<file path="config.mk">
export PLATFORM = sky130hd
export DESIGN_NAME = cla_pipe_adder_flat
export DESIGN_NICKNAME = d
export VERILOG_FILES = /design/src/rtl/cla_pipe_adder_if.sv /design/src/rtl/cla_pipe_adder.sv /design/src/flat_wrapper.sv
export SDC_FILE = /design/constraint.sdc
export NUM_CORES = 1
export LEC_CHECK = 0
export BUFFER_PORTS_ARGS = -buffer_cell sky130_fd_sc_hd__buf_4
export CORE_AREA = 5 5 146 148
export CTS_BUF_LIST = sky130_fd_sc_hd__clkbuf_8
export DETAILED_ROUTE_END_ITERATION = 7
export DIE_AREA = 0 0 151 153
export PLACE_DENSITY_LB_ADDON = 0.08
export SLEW_MARGIN = 20
export SYNTH_ARGS = -nofsm -noshare
export SYNTH_HDL_FRONTEND = slang
export SYNTH_SLANG_ARGS = --single-unit
</file>
<file path="constraint.sdc">
create_clock -name clk -period 4.85 [get_ports clk]
set_input_delay 0.485 -clock clk [delete_from_list [all_inputs] [get_ports clk]]
set_output_delay 0.485 -clock clk [all_outputs]
set_load 0.1 [all_outputs]
</file>
<file path="src/rtl/cla_pipe_adder_if.sv">
// cla_pipe_adder_if: operand and result streams of the pipelined CLA adder.
// Optional ovf signal is present only when CLA_PIPE_OVF_EN is defined.
// Handshake: a beat moves when valid and ready are both high at a rising edge;
// ready never depends on valid, and a producer holds its beat steady until taken.
`timescale 1ns/1ps
interface cla_pipe_adder_if #(
    parameter int WIDTH = 24
);
    logic             in_valid;
    logic             in_ready;
    logic [WIDTH-1:0] A;
    logic [WIDTH-1:0] B;
    logic             cin;
    logic             sub;
    logic             out_valid;
    logic             out_ready;
    logic [WIDTH-1:0] S;
    logic             cout;
`ifdef CLA_PIPE_OVF_EN
    logic             ovf;
`endif

    // Adder side: consumes operands, produces results.
    modport slave (
        input  in_valid, A, B, cin, sub, out_ready,
        output in_ready, out_valid, S, cout
`ifdef CLA_PIPE_OVF_EN
        , output ovf
`endif
    );

    // Environment side: produces operands, consumes results.
    modport master (
        output in_valid, A, B, cin, sub, out_ready,
        input  in_ready, out_valid, S, cout
`ifdef CLA_PIPE_OVF_EN
        , input ovf
`endif
    );
endinterface

</file>
<file path="src/rtl/cla_pipe_adder.sv">
// cla_pipe_adder: pipelined carry-lookahead adder/subtractor.
// WIDTH bits are split into GROUP-bit lookahead slices; slice k is computed in
// stage k, so the carry crosses one register per slice (STAGES = WIDTH/GROUP).
// Optional feature macro: CLA_PIPE_OVF_EN adds a registered signed-overflow flag.
`timescale 1ns/1ps
module cla_pipe_adder #(
    parameter int WIDTH = 24,
    parameter int GROUP = 6
) (
    input  logic        clk,
    input  logic        rst_n,
    cla_pipe_adder_if.slave pipe
);
    localparam int STAGES = (GROUP > 0) ? (WIDTH / GROUP) : 1;
    localparam int LAST   = STAGES - 1;

    // Reject configurations that would leave a partial slice.
    if ((GROUP < 1) || (GROUP > 8) || ((WIDTH % GROUP) != 0) || (WIDTH < GROUP)) begin : g_bad_cfg
        $error("cla_pipe_adder: WIDTH must be a multiple of GROUP and GROUP in 1..8");
    end

    // One lookahead slice: every internal carry is a flat sum of products of
    // G/P terms and the slice carry-in, so no carry depends on a lower carry.
    function automatic logic [GROUP:0] cla_slice(
        input logic [GROUP-1:0] a,
        input logic [GROUP-1:0] b,
        input logic             c0
    );
        logic [GROUP-1:0] p;
        logic [GROUP-1:0] g;
        logic [GROUP:0]   c;
        logic             term;
        p    = a | b;
        g    = a & b;
        c    = '0;
        c[0] = c0;
        for (int i = 0; i < GROUP; i++) begin
            for (int j = 0; j <= i; j++) begin
                term = g[j];
                for (int m = j + 1; m <= i; m++) begin
                    term = term & p[m];
                end
                c[i+1] = c[i+1] | term;
            end
            term = c0;
            for (int m = 0; m <= i; m++) begin
                term = term & p[m];
            end
            c[i+1] = c[i+1] | term;
        end
        return {c[GROUP], a ^ b ^ c[GROUP-1:0]};
    endfunction

    // Stage registers: valid, finished low sum bits, slice carry-out, and the
    // operands still needed by the stages above.
    logic [STAGES-1:0] valid_q;
    logic [STAGES-1:0] carry_q;
    logic [WIDTH-1:0]  a_q   [STAGES];
    logic [WIDTH-1:0]  bp_q  [STAGES];
    logic [WIDTH-1:0]  sum_q [STAGES];

    // What each stage would load: its upstream beat plus the new slice result.
    logic [STAGES-1:0] valid_d;
    logic [STAGES-1:0] src_c;
    logic [WIDTH-1:0]  src_a   [STAGES];
    logic [WIDTH-1:0]  src_bp  [STAGES];
    logic [WIDTH-1:0]  src_sum [STAGES];
    logic [WIDTH-1:0]  sum_d   [STAGES];
    logic [STAGES-1:0] carry_d;
    logic [STAGES-1:0] adv;

`ifdef CLA_PIPE_OVF_EN
    logic ovf_q;
    logic ovf_d;
`endif

    // Upstream beat for every stage: ports for stage 0, previous register otherwise.
    always_comb begin
        src_a[0]   = pipe.A;
        src_bp[0]  = pipe.B ^ {WIDTH{pipe.sub}};
        src_c[0]   = pipe.sub | pipe.cin;
        src_sum[0] = '0;
        valid_d[0] = pipe.in_valid;
        for (int k = 1; k < STAGES; k++) begin
            src_a[k]   = a_q[k-1];
            src_bp[k]  = bp_q[k-1];
            src_c[k]   = carry_q[k-1];
            src_sum[k] = sum_q[k-1];
            valid_d[k] = valid_q[k-1];
        end
    end

    // Each stage resolves its own slice and merges it into the running sum.
    always_comb begin
        logic [GROUP:0] slice_res;
        slice_res = '0;
        for (int k = 0; k < STAGES; k++) begin
            slice_res = cla_slice(src_a[k][k*GROUP +: GROUP],
                                  src_bp[k][k*GROUP +: GROUP],
                                  src_c[k]);
            sum_d[k]                  = src_sum[k];
            sum_d[k][k*GROUP +: GROUP] = slice_res[GROUP-1:0];
            carry_d[k]                = slice_res[GROUP];
        end
    end

    // Stall chain: a stage may load if it or any stage above it is empty, or
    // the consumer takes the output beat this cycle.
    always_comb begin
        logic all_full;
        all_full = 1'b1;
        for (int k = STAGES - 1; k >= 0; k--) begin
            all_full = all_full & valid_q[k];
            adv[k]   = pipe.out_ready | ~all_full;
        end
    end

`ifdef CLA_PIPE_OVF_EN
    // Signed overflow: operands agree in sign but the result does not.
    always_comb begin
        ovf_d = (src_a[LAST][WIDTH-1] == src_bp[LAST][WIDTH-1]) &
                (sum_d[LAST][WIDTH-1] != src_a[LAST][WIDTH-1]);
    end
`endif

    // Pipeline registers: advance where allowed, hold otherwise; reset drops all beats.
    always_ff @(posedge clk) begin
        if (!rst_n) begin
            valid_q <= '0;
            carry_q <= '0;
            for (int k = 0; k < STAGES; k++) begin
                a_q[k]   <= '0;
                bp_q[k]  <= '0;
                sum_q[k] <= '0;
            end
`ifdef CLA_PIPE_OVF_EN
            ovf_q <= 1'b0;
`endif
        end else begin
            for (int k = 0; k < STAGES; k++) begin
                if (adv[k]) begin
                    valid_q[k] <= valid_d[k];
                    if (valid_d[k]) begin
                        a_q[k]     <= src_a[k];
                        bp_q[k]    <= src_bp[k];
                        sum_q[k]   <= sum_d[k];
                        carry_q[k] <= carry_d[k];
                    end
                end
            end
`ifdef CLA_PIPE_OVF_EN
            if (adv[LAST] && valid_d[LAST]) begin
                ovf_q <= ovf_d;
            end
`endif
        end
    end

    assign pipe.in_ready  = adv[0];
    assign pipe.out_valid = valid_q[LAST];
    assign pipe.S         = sum_q[LAST];
    assign pipe.cout      = carry_q[LAST];
`ifdef CLA_PIPE_OVF_EN
    assign pipe.ovf       = ovf_q;
`endif
endmodule

</file>
<file path="src/flat_wrapper.sv">
// flat-port wrapper written by rule: the top's interface ports become plain ports
module cla_pipe_adder_flat 
#(
    parameter int WIDTH = 24,
    parameter int GROUP = 6
)
  (clk, rst_n, pipe_in_valid, pipe_A, pipe_B, pipe_cin, pipe_sub, pipe_out_ready, pipe_in_ready, pipe_out_valid, pipe_S, pipe_cout);
  cla_pipe_adder_if #(.WIDTH(WIDTH)) pipe_i ();
  input  logic clk;
  input  logic rst_n;
  input wire logic [$bits(pipe_i.in_valid)-1:0] pipe_in_valid;
  input wire logic [$bits(pipe_i.A)-1:0] pipe_A;
  input wire logic [$bits(pipe_i.B)-1:0] pipe_B;
  input wire logic [$bits(pipe_i.cin)-1:0] pipe_cin;
  input wire logic [$bits(pipe_i.sub)-1:0] pipe_sub;
  input wire logic [$bits(pipe_i.out_ready)-1:0] pipe_out_ready;
  output wire logic [$bits(pipe_i.in_ready)-1:0] pipe_in_ready;
  output wire logic [$bits(pipe_i.out_valid)-1:0] pipe_out_valid;
  output wire logic [$bits(pipe_i.S)-1:0] pipe_S;
  output wire logic [$bits(pipe_i.cout)-1:0] pipe_cout;
  assign pipe_i.in_valid = pipe_in_valid;
  assign pipe_i.A = pipe_A;
  assign pipe_i.B = pipe_B;
  assign pipe_i.cin = pipe_cin;
  assign pipe_i.sub = pipe_sub;
  assign pipe_i.out_ready = pipe_out_ready;
  assign pipe_in_ready = pipe_i.in_ready;
  assign pipe_out_valid = pipe_i.out_valid;
  assign pipe_S = pipe_i.S;
  assign pipe_cout = pipe_i.cout;
  cla_pipe_adder #(.WIDTH(WIDTH), .GROUP(GROUP)) u_core (.clk(clk), .rst_n(rst_n), .pipe(pipe_i));
endmodule
</file>
==> summary.txt <==
Final WS setup -> 2.67 ns
syn avg cell area -> 12.9 um^2
post-synthesis cell type count -> 39
Tot GR Track Use -> 10.4%
Seq cells post-synth -> 140
number of cells on the worst reg-to-reg path -> 5
core region area -> 19900 um^2
Worst Path Arrival -> 2.34 ns
Post-Synth Adder-Cell Area -> 9.98%
worst hold path startpoint -> pipe_A[10]
largest fanout on the critical path -> 26
Compound-Gate Fraction of Synth Area -> 3.52%
Fillers -> 1961
drt wl/cell -> 12.4 um
Mapped Area -> 6820 um^2
Hold Path Stages -> 2
Sum Neg Setup Slack -> 0 ns
kind of critical path -> input port to flip-flop
fin crit share -> 45.0%
EDFF count, synth -> 132
final setup violation count -> 0
CTS Buffer Depth -> 2
Sink Count -> 140
met2 Use GR -> 14.9%
CP peak stage delay -> 0.38 ns
power per cell area -> 328 nW/um^2
Final min period -> 2.18 ns
Mapped Cells -> 529
CTS buffer count -> 17
postcts setup bufs -> 0
Post-Syn Nets -> 635
yosys warns -> 0
clock slew at reported path FFs -> 0.08 ns
layout cells sized above 1 -> 21.0%
status -> finished, final reports clean
WP data required -> 5.01 ns
crit-path cells -> buf_4 > xor2_1 > inv_1 > ha_1 > o21bai_1 > a221oi_2 > a221o_2 > xnor2_1 > nor2_1
first-pass GRT wire length -> 19000 um
Setup Skew -> 0.0118 ns
Die ar. -> 23100 um^2
Most Crowded Layer GR -> met2
CTS tree -> done
Reg2Reg Setup Slack -> 2.96 ns
f_max -> 0.459 GHz
RSZ-0062 raised after global routing -> no
largest family of logic cells by synthesized area -> simple AND/OR/NAND/NOR gates
XOR/XNOR Fraction of Synth Area -> 4.88%
Area Growth Syn to Fin -> 17.5%
Antenna Cells -> 0
max-slew violations -> 0
leak pwr -> 3.32 nW
simple logic cell fraction of the synthesized area -> 15.2%
Max-Cap Viols -> 0
cell family with most CP delay -> compound AO/OA/AOI/OAI gates
Pre-antenna DRT Iters -> 5
Max-Slew Margin vs Limit -> 37.9%
layout net count -> 719
post-synthesis mux area share -> 0.605%
initial antenna violation count -> 0
quantity of I/O buffers inserted on ports -> 80
Hold Path End -> u_core.a_q[0][10]
buffers and inverters on the worst path -> 2
r2r startpoint -> u_core.valid_q[2]
Vias/cell -> 4.11
Design Area, Final -> 8020 um^2
Synth async-reset ratio -> 0%
I/O pin cnt -> 81
H-tree lvl count -> 4
Least-Margin Pin Slew -> 0.930 ns
Core Util, Final -> 40.3%
final WL -> 11100 um
DIE WIDTH -> 151 um
met3 GRT Util -> 3.91%
Final ANT Viol Nets -> 0
Crit. End Element -> flip-flop
Initial DRC Count -> 127
Residual DRC -> 0
worst vdd ir -> 0.152 mV
M1 GR Usage -> 14.5%
total gr overflow -> 0
clk root buf -> clkbuf_8
Power, Total -> 2.63 mW
via count -> 3671
Worst setup SP type -> input port
GP Congestion -> 0.743
vias in the first global route -> 3873
post-synthesis sequential area ratio -> 60.5%
largest net degree at the start of global routing -> 43
Primary FF master, synth -> edfxtp_1
HPWL after DPL -> 8500 um
Initial Utilization -> 34.3%
Post-CTS Hold Fix Bufs -> 0
pre-CTS setup slack -> 2.16 ns
Row Count -> 52
Die H -> 153 um
worst min path class -> input port to flip-flop
Fin. Hold Viols -> 0
Cell Area, Placed -> 7650 um^2
Worst-Skew Late Latency -> 0.44 ns
r2r endpoint -> u_core.bp_q[0][39]
# resized after CTS -> 0
slowest CP cell -> a221oi_2
## worst max path at each step
stage | start | end | slack, ns | cells past startpoint
2_1_floorplan | u_core.valid_q[3] | u_core.a_q[0][10] | 1.86 | 4
3_3_place_gp | pipe_sub | u_core.sum_q[0][5] | 2.27 | 9
3_5_place_dp | pipe_sub | u_core.sum_q[0][5] | 2.16 | 9
4_1_cts | pipe_sub | u_core.sum_q[0][5] | 2.66 | 9
5_1_grt | pipe_sub | u_core.sum_q[0][5] | 2.61 | 9
6_report | pipe_sub | u_core.sum_q[0][5] | 2.67 | 9
## worst register-to-register path, stage by stage, from the launching register on
cell and delay, ns:
dfxtp_1 0.37, nand3b_1 0.17, or2_1 0.19, nand2_1 0.10
nand2_1 0.32, buf_4 0.40
## power by group
group	total, mW	leakage (nW)	switching (mW)	internal (mW)
sequential	1.43	1.48	0.0270	1.40
combinational	0.334	1.67	0.207	0.127
clock	0.868	0.178	0.424	0.444
total	2.63	3.32	0.657	1.98
## metal layers
| layer | part of all wire [%] | routed length [um] | up-vias |
|---|---|---|---|
| li1 | - | - | 1915 |
| met1 | 49 | 5470 | 1659 |
| met2 | 44 | 4860 | 86 |
| met3 | 5.4 | 603 | 11 |
| met4 | 1.3 | 146 | 0 |
| met5 | 0 | 0 | - |
## synth_stat cells, drive strengths merged (3+ instances only)
master | number | area [um^2]
a21boi | 3 | 22.5
a21oi | 5 | 25.0
a221oi | 4 | 41.3
and2 | 90 | 592
and3 | 4 | 35.0
buf | 13 | 109
clkbuf | 4 | 15.0
dfxtp | 8 | 160
edfxtp | 132 | 3960
fa | 4 | 80.1
ha | 48 | 601
inv | 64 | 240
mux2i | 3 | 30.0
nand2 | 14 | 60.1
nand2b | 8 | 50.1
nand3 | 4 | 20.0
nor2 | 49 | 184
nor2b | 3 | 18.8
nor3 | 4 | 20.0
nor3b | 4 | 30.0
o21ai | 3 | 15.0
o21bai | 7 | 52.6
o311a | 3 | 30.0
o41ai | 3 | 26.3
xnor2 | 23 | 201
xor2 | 15 | 131
## cells by family (layout without fill, tap and decap cells)
family | after synthesis | after routing
simple gates | 183 | 183
xor+xnor | 38 | 38
buf+inv | 81 | 176
mux | 4 | 4
compound gates | 31 | 31
fa+ha+maj | 52 | 52
flops | 140 | 140
## layout by cell type, fill, tap and decap left out, types with 5 or more instances in the layout
cell type	synthesis	layout
edfxtp_1	132	132
buf_4	0	82
and2_1	77	77
inv_1	64	65
nor2_1	49	49
ha_1	48	48
xnor2_1	23	23
clkbuf_8	0	17
xor2_1	15	15
nand2_1	13	12
and2_4	10	10
nand2b_1	8	8
dfxtp_1	8	8
o21bai_1	7	7
a21oi_1	5	5
## registers in the layout, indices dropped and copies added, names as in the netlist
register / count
u_core.a_q: 36
u_core.bp_q: 36
u_core.valid_q: 4
u_core.sum_q: 60
u_core.carry_q: 4
## final cells by class
| type | count | area, um^2 | area share, % |
|---|---|---|---|
| Clock buffer | 17 | 234 | 2.92 |
| Clock inverter | 13 | 130 | 1.62 |
| Inverter | 64 | 240 | 3.00 |
| Multi-Input combinational cell | 308 | 2330 | 29.1 |
| Sequential cell | 140 | 4120 | 51.4 |
| Tap cell | 270 | 338 | 4.21 |
| Timing Repair Buffer | 82 | 616 | 7.68 |
## through the flow
step	hold WS, ns	instances
finish	0.321	894
CTS	0.279	894
floorplan	0.481	529
detailed placement	0.507	864
global route	0.271	894
global placement	0.509	864
No activity file was read; power rests on OpenSTA's default activity.
